==> config.mk <==
export PLATFORM = sky130hd
export DESIGN_NAME = muldiv_unit
export DESIGN_NICKNAME = d
export VERILOG_FILES = /design/src/rtl/muldiv_unit.sv
export SDC_FILE = /design/constraint.sdc
export NUM_CORES = 1
export LEC_CHECK = 0
export CAP_MARGIN = 10
export CORE_UTILIZATION = 30
export CTS_CLUSTER_DIAMETER = 120
export DETAILED_ROUTE_END_ITERATION = 7
export GPL_ROUTABILITY_DRIVEN = 0
export PLACE_DENSITY = 0.43
export SETUP_SLACK_MARGIN = 0.3
export SYNTH_ARGS = -nofsm -noshare
export SYNTH_HDL_FRONTEND = slang
export SYNTH_SLANG_ARGS = --single-unit
export TNS_END_PERCENT = 1
==> constraint.sdc <==
create_clock -name clk -period 4.8 [get_ports clk]
set_input_delay 0.72 -clock clk [delete_from_list [all_inputs] [get_ports clk]]
set_output_delay 0.72 -clock clk [all_outputs]
set_load 0.02 [all_outputs]
==> src/rtl/muldiv_unit.sv <==
// Iterative RV32M multiply/divide unit: shift-add multiply, restoring divide,
// start/busy/done handshake with kill, XLEN+1 cycle fixed latency.
module muldiv_unit #(
  parameter int unsigned XLEN  = 32,
  parameter int unsigned CNT_W = $clog2(XLEN + 1)
) (
  input  logic            clk,
  input  logic            rst,
  input  logic            start,
  input  logic            kill,
  input  logic [2:0]      op,
  input  logic [XLEN-1:0] a,
  input  logic [XLEN-1:0] b,
  output logic            busy,
  output logic            done,
  output logic [XLEN-1:0] result,
  output logic            zero
);

  typedef enum logic [1:0] {S_IDLE, S_RUN, S_FIX} state_e;

  localparam logic [XLEN-1:0] MIN_NEG = {1'b1, {(XLEN-1){1'b0}}};

  state_e            state_q, state_d;
  logic [CNT_W-1:0]  cnt_q, cnt_d;
  logic [2:0]        op_q, op_d;
  logic [XLEN-1:0]   dvs_q, dvs_d;
  logic [2*XLEN-1:0] acc_q, acc_d;
  logic              neg_q, neg_d;
  logic              spec_q, spec_d;
  logic [XLEN-1:0]   spec_val_q, spec_val_d;
  logic              busy_q, busy_d;
  logic              done_q, done_d;
  logic [XLEN-1:0]   res_q, res_d;
  logic              zero_q, zero_d;

  logic              a_sgn, b_sgn, a_neg, b_neg;
  logic [XLEN-1:0]   a_mag, b_mag;
  logic              div_zero, div_ovf;
  logic [XLEN:0]     mul_sum;
  logic [XLEN:0]     rem_sh;
  logic              div_ge;
  logic [XLEN-1:0]   div_rem;
  logic [2*XLEN-1:0] acc_neg, mul_full;
  logic [XLEN-1:0]   div_val, fix_res;

  always_comb begin
    a_sgn    = op[2] ? ~op[0] : (op[1:0] != 2'b11);
    b_sgn    = op[2] ? ~op[0] : ~op[1];
    a_neg    = a_sgn & a[XLEN-1];
    b_neg    = b_sgn & b[XLEN-1];
    a_mag    = a_neg ? '0 - a : a;
    b_mag    = b_neg ? '0 - b : b;
    div_zero = op[2] & (b == '0);
    div_ovf  = op[2] & ~op[0] & (a == MIN_NEG) & (b == '1);

    // acc holds {high, low}: product accumulator for multiply, {remainder, quotient} for divide
    mul_sum  = {1'b0, acc_q[2*XLEN-1:XLEN]} + (acc_q[0] ? {1'b0, dvs_q} : '0);
    rem_sh   = acc_q[2*XLEN-1:XLEN-1];
    div_ge   = rem_sh >= {1'b0, dvs_q};
    div_rem  = rem_sh[XLEN-1:0] - dvs_q;

    acc_neg  = '0 - acc_q;
    mul_full = neg_q ? acc_neg : acc_q;
    div_val  = op_q[1] ? acc_q[2*XLEN-1:XLEN] : acc_q[XLEN-1:0];
    if (spec_q)                fix_res = spec_val_q;
    else if (op_q[2])          fix_res = neg_q ? '0 - div_val : div_val;
    else if (op_q[1:0] == 2'b00) fix_res = mul_full[XLEN-1:0];
    else                       fix_res = mul_full[2*XLEN-1:XLEN];
  end

  always_comb begin
    state_d    = state_q;
    cnt_d      = cnt_q;
    op_d       = op_q;
    dvs_d      = dvs_q;
    acc_d      = acc_q;
    neg_d      = neg_q;
    spec_d     = spec_q;
    spec_val_d = spec_val_q;
    busy_d     = busy_q;
    done_d     = 1'b0;
    res_d      = res_q;
    zero_d     = zero_q;
    case (state_q)
      S_IDLE: begin
        if (start & ~kill) begin
          state_d    = S_RUN;
          busy_d     = 1'b1;
          cnt_d      = CNT_W'(XLEN);
          op_d       = op;
          neg_d      = (op[2] & op[1]) ? a_neg : (a_neg ^ b_neg);
          spec_d     = div_zero | div_ovf;
          spec_val_d = div_zero ? (op[1] ? a : '1) : (op[1] ? '0 : a);
          acc_d      = {{XLEN{1'b0}}, (op[2] ? a_mag : b_mag)};
          dvs_d      = op[2] ? b_mag : a_mag;
        end
      end
      S_RUN: begin
        if (kill) begin
          state_d = S_IDLE;
          busy_d  = 1'b0;
        end else begin
          cnt_d = cnt_q - 1'b1;
          if (op_q[2])
            acc_d = {(div_ge ? div_rem : rem_sh[XLEN-1:0]), acc_q[XLEN-2:0], div_ge};
          else
            acc_d = {mul_sum, acc_q[XLEN-1:1]};
          if (cnt_q == CNT_W'(1)) state_d = S_FIX;
        end
      end
      S_FIX: begin
        state_d = S_IDLE;
        busy_d  = 1'b0;
        if (!kill) begin
          done_d = 1'b1;
          res_d  = fix_res;
          zero_d = (fix_res == '0);
        end
      end
      default: begin
        state_d = S_IDLE;
        busy_d  = 1'b0;
      end
    endcase
  end

  always_ff @(posedge clk) begin
    if (rst) begin
      state_q    <= S_IDLE;
      cnt_q      <= '0;
      op_q       <= '0;
      dvs_q      <= '0;
      acc_q      <= '0;
      neg_q      <= 1'b0;
      spec_q     <= 1'b0;
      spec_val_q <= '0;
      busy_q     <= 1'b0;
      done_q     <= 1'b0;
      res_q      <= '0;
      zero_q     <= 1'b1;
    end else begin
      state_q    <= state_d;
      cnt_q      <= cnt_d;
      op_q       <= op_d;
      dvs_q      <= dvs_d;
      acc_q      <= acc_d;
      neg_q      <= neg_d;
      spec_q     <= spec_d;
      spec_val_q <= spec_val_d;
      busy_q     <= busy_d;
      done_q     <= done_d;
      res_q      <= res_d;
      zero_q     <= zero_d;
    end
  end

  assign busy   = busy_q;
  assign done   = done_q;
  assign result = res_q;
  assign zero   = zero_q;

endmodule

### After elaboration in Yosys (flattened, before gate mapping)

Cells that the tools add are included.

| word-level totals | value |
|---|---|
| output and inout port bits | 35 |
| bits of input ports | 71 |
| word-level logic and storage cells | 88 |
| flip-flop bits (word level) | 176 |

| cells by class | value |
|---|---|
| equal/unequal tests | 10 |
| muxes and demuxes | 33 |
| $lt $le $gt $ge | 1 |
| reduce and logical (&&, ||, !) cells | 11 |
| bitwise gates (word level) | 14 |
| $add $sub $neg | 7 |

Operators with widths:

| operator | number |
|---|---|
| 32-bit two-way mux | 14 |
| 64-bit two-way mux | 4 |
| 64-bit case mux with 2 select lines | 1 |
| 1-bit by 32-bit subtractor with 32-bit output (first input constant) | 3 |
| 32-bit equality test (second input constant) | 2 |
| 32-bit logical NOT | 2 |
| 1-bit by 64-bit subtractor with 64-bit output (first input constant) | 1 |
| 32-bit by 32-bit adder with 33-bit output | 1 |
| 33-bit by 32-bit greater-or-equal comparator with 1-bit output | 1 |
| 32-bit subtractor | 1 |
| 6-bit two-way mux | 2 |
| 6-bit case mux with 2 select lines | 1 |
| 1-bit bitwise AND | 8 |
| 2-bit != test (second input constant) | 4 |
| 2-bit AND reduction | 4 |
| 6-bit by 1-bit equality test with 1-bit output (second input constant) | 1 |
| 1-bit two-way mux | 6 |
| 2-bit two-way mux | 3 |
| 6-bit by 1-bit subtractor with 6-bit output (second input constant) | 1 |
| 2-bit logical NOT | 2 |
| 1-bit inverter | 4 |
| 2-bit case mux with 2 select lines | 1 |
| 3-bit != test (second input constant) | 1 |
| 3-bit AND reduction | 1 |
| 7 further kinds | 7 |

### Logic depth before layout (Yosys ltp)

| depth | value |
|---|---|
| word-level depth | 7 |
| depth in mapped cells | 16 |
| mapped depth without buffers | 14 |

### Worst setup path before layout

Ideal clock, no wire load.

| path | value |
|---|---|
| path kind | flip-flop to flip-flop |
| from | register op_q[1] |
| to | register zero_q (netlist: zero) |
| path slack | 0.526 ns |
| clock period less this slack | 4.274 ns |
| path buffers | 5 |
| stages on the path, launching flop included | 17 |
| setup time | 0.058 ns |
| arrival time | 4.216 ns |
| required time | 4.742 ns |
| cell sequence | dfxtp_1 -> buf_2 -> buf_1 -> buf_2 -> buf_2 -> clkbuf_1 -> mux2i_1 -> ha_1 -> o211ai_1 -> or2_2 -> or4_1 -> a31oi_1 -> nor3_1 -> a2111oi_0 -> nand4_1 -> nor4_1 -> a211o_1 |

| on the way | value |
|---|---|
| longest elaborated chain between the ends | 6 |
| elaborated cells on any way between the ends | 8 |
| those cells by class | add/sub: 1; mux: 5; reduce/logical: 2 |

Ends and longest elaborated chain:

| item | RTL line | RTL |
|---|---|---|
| start: declaration | 26 | `logic [2:0] op_q, op_d;` |
| start signal: assignment | 145 | `op_q <= op_d;` |
| 32-bit two-way mux | 65 | `div_val = op_q[1] ? acc_q[2*XLEN-1:XLEN] : acc_q[XLEN-1:0];` |
| 1-bit by 32-bit subtractor with 32-bit output | 67 | `else if (op_q[2]) fix_res = neg_q ? '0 - div_val : div_val;` |
| 32-bit two-way mux | 67 |  |
| 32-bit two-way mux (*) | 67 |  |
| 32-bit two-way mux (*) | 66 | `if (spec_q) fix_res = spec_val_q;` |
| 32-bit logical NOT (*) | 118 | `zero_d = (fix_res == '0);` |
| end signal: assignment | 154 | `zero_q <= zero_d;` |
| end: declaration | 35 | `logic zero_q, zero_d;` |

Mark *: on every way between the ends. The rest lies on a longest branch, timed or not.
A chain may end at the register's enable or synchronous reset.

### Final worst setup path

| path | value |
|---|---|
| from | register acc_q[23] |
| to | register zero_q (netlist: zero) |

| on the way | value |
|---|---|
| longest elaborated chain between the ends | 6 |
| elaborated cells on any way between the ends | 9 |
| those cells by class | add/sub: 2; mux: 6; reduce/logical: 1 |

Ends and longest elaborated chain:

| item | RTL line | RTL |
|---|---|---|
| start: declaration | 28 | `logic [2*XLEN-1:0] acc_q, acc_d;` |
| start signal: assignment | 134 | `acc_q <= '0;` |
| start signal: assignment | 147 | `acc_q <= acc_d;` |
| 1-bit by 64-bit subtractor with 64-bit output / 32-bit two-way mux (equally long branches) | 63, 65 |  |
| 64-bit two-way mux / 1-bit by 32-bit subtractor with 32-bit output (equally long branches) | 64, 67 |  |
| 32-bit two-way mux (on tied branches) | 68, 67 |  |
| 32-bit two-way mux (*) | 67 |  |
| 32-bit two-way mux (*) | 66 |  |
| 32-bit logical NOT (*) | 118 |  |

Marks and branches as above.

==> impl_results.md <==
- Status: completed
- # DRC: 0
- Crit path capture type: flop
- Max-cap viol count: 0
- CP Data Required Time: 5.24 ns
- Setup slack at placement: 0.4114 ns
- Synth Flop Type: dfxtp_1
- Chip Height: 245.3 µm
- Total Power: 5.054 mW
- Post-cts hold buffer count: 0
- Min setup slack post-route: 0.4116 ns
- R2R Setup Slk: 0.41 ns
- Initial antenna violation count: 0
- CTS resizes: 0
- Core area: 58140 µm²
- Crit Reg-Reg Endpoint: zero$_SDFFE_PP1P_
- Final setup violating endpoints: 0
- Clock skew: 0.01729 ns
- First-pass GRT wire length: 123600 µm
- Yosys cell types: 90
- Drt first pass iters: 6
- Unrepaired setup endpoints after global routing: no
- Pleak: 7.514 nW
- Seq cells post-synth: 176
- Setup Buffers After CTS: 0
- H-tree depth: 4
- Number of global-route vias before repair: 18519
- Site row count: 88
- Final Core Density: 34.94%
- Slew Viols, Final: 0
- Setup tns final: 0 ns
- Initial core utilization: 30.55%
- Area of the multi-input gates: 13050 µm²
- Post-synth EDFFs: 0
- Routed len/inst: 25.35 µm
- Max clock buf depth: 2
- Layout cells sized above 1: 7.671%
- Largest net degree at the start of global routing: 105
- Slew headroom: 3.755%
- Vias post-DR: 19642
- Clock latency at the later pin of the worst-skew pair: 0.50 ns
- Most common cell after layout, fill and taps aside: nor2_1
- Final Hold Fails: 0
- CTS tree: done
- Top-level I/O count: 106
- GRT Util Overall: 27.62%
- Die ar.: 60180 µm²
- Die X: 245.3 µm
- Critical Path Start Type: flop
- Most frequent cells in the layout: nor2_1 (296), nand2_1 (256), a21oi_1 (188)
- Critical R2R Launch: acc_q[23]$_SDFFE_PP0P_
- Final min period: 4.388 ns
- Pwr dens: 248.8 nW/µm²
- Worst min-delay path class: reg -> reg
- Reg clk slew, reported paths: 0.08 ns
- Critical path arrival: 4.83 ns
- Post-Route WL: 83870 µm
- 1st-iter DRT viols: 2396
- Setup CP Type: reg -> reg
- Fraction of the cycle the final worst path needs: 91.42%
- Ys async rst share: 0%
- Root Driver: clkbuf_16
- Cells after Synth: 2528
- Post-Syn Nets: 2672
- Syn Area/Cell: 7.026 µm²
- Worst Hold End: result[23]$_SDFFE_PP0P_
- CP startpoint: acc_q[23]$_SDFFE_PP0P_
- Register area: 3532 µm²
- Grt total ovfl: 0
- Crit-path max FO: 12
- Max Clock Freq: 227.9 MHz
- Yosys warns: 0
- Routed Antenna Nets: 0
- Fillers: 6314
- Clock sinks: 176
- Post-DP HPWL: 64890 µm
- HP Start: result[23]$_SDFFE_PP0P_
- Port buffer count: 105
- Final Net Count: 2673
- Reg2reg path depth: 11
- Max IR drop VDD: 0.2636 mV
- Area Overhead vs Synth: 14.36%
- Min Hold Slack: 0.4559 ns
- Mapped Area: 17760 µm²
- Hold Path Stages: 2
- Post-synthesis sequential area ratio: 19.84%
- Total CTS buffers: 17
- Routed vias/inst: 5.938
- Worst Max-Slew Pin Slew: 1.433 ns
## state kept, by name, summed over array words and instances (netlist names), 2 cells and up
register and cells:
result 32, op_q 3, dvs_q 32, spec_val_q 32, acc_q 64, cnt_q 6, state_q 2
## synth_stat cells (11+ instances only)
master	instances	area share (%)
a211oi_1	84	3.6
a21o_1	46	1.9
a21oi_1	189	5.3
a221oi_1	13	0.64
a22o_1	11	0.54
a31oi_1	37	1.3
and2_1	15	0.53
and3_1	21	0.74
buf_1	14	0.30
buf_2	13	0.37
clkbuf_1	177	3.7
dfxtp_1	176	20
ha_1	71	5.0
inv_1	116	2.5
maj3_1	32	1.8
mux2_2	14	0.89
mux2i_1	78	4.4
nand2_1	256	5.4
nand3_1	49	1.4
nand4_1	34	1.2
nor2_1	298	6.3
nor3_1	88	2.5
nor4_1	49	1.7
o211ai_1	42	1.8
o21a_1	16	0.68
o21ai_0	109	3.1
o21bai_1	11	0.46
o31ai_1	30	1.3
or2_2	25	0.88
or3_1	30	1.1
or4_1	12	0.51
xnor2_1	126	6.2
xor2_1	48	2.4
## stage by stage
step           instances  area [µm²]
2_1_floorplan       2528       17760
3_3_place_gp        3275       19650
3_5_place_dp        3275       19660
4_1_cts             3307       20290
5_1_grt             3307       20310
6_report            3308       20310
## metal layers
layer | vias to the layer above | wire length [µm] | GRT usage, %
met2 | 865 | 36240 | 42.12
met1 | 9417 | 37940 | 38.17
met4 | 0 | 3916 | 11.84
met5 | - | 0 | 0
li1 | 9175 | - | -
met3 | 185 | 5771 | 4.387
## critical path, stage by stage (launching register included)
cell,delay [ns]
dfxtp_1,0.48
nor4_2,1.09
nand4_1,0.18
buf_4,0.23
or4_4,0.54
o41ai_2,0.33
xor2_1,0.18
a211oi_1,0.10
or3_1,0.30
or4_1,0.40
nor4_1,0.34
a211o_1,0.14
## area by class of cell
cell class | instances | share of cell area (%)
multi-input cells | 2028 | 64.24
inverters | 117 | 2.162
clock inverters | 14 | 0.9055
well taps | 765 | 4.712
diodes | 1 | 0.01232
flip-flops and latches | 176 | 17.39
clock buffers | 18 | 2.217
repair buffers | 189 | 8.365
## where the power goes
group	internal, mW	switching, mW
Sequential	1.53	0.136
Clock	0.785	0.764
Combinational	0.663	1.18
## kinds of logic (layout without fill, tap and decap cells)
group | after synthesis | in the layout | share of synthesized area, %
simple gates | 937 | 937 | 24.96
compound gates | 719 | 719 | 27.17
buf+inv | 324 | 338 | 7.009
flops | 176 | 176 | 19.84
xor+xnor | 174 | 174 | 8.580
fa+ha+maj | 105 | 105 | 7.030
mux | 93 | 93 | 5.410
other cells | 0 | 1 | 0
## worst max path at each step
stage / endpoint / slack (ns) / cells after the start
final: zero$_SDFFE_PP1P_ / 0.41 / 11
after global routing: zero$_SDFFE_PP1P_ / 0.32 / 11
after CTS: zero$_SDFFE_PP1P_ / 0.40 / 11
after detailed placement: zero$_SDFFE_PP1P_ / 0.41 / 11
after global placement: zero$_SDFFE_PP1P_ / 0.05 / 11
after floorplan: zero$_SDFFE_PP1P_ / 0.53 / 16
No activity file was read; power rests on OpenSTA's default activity.
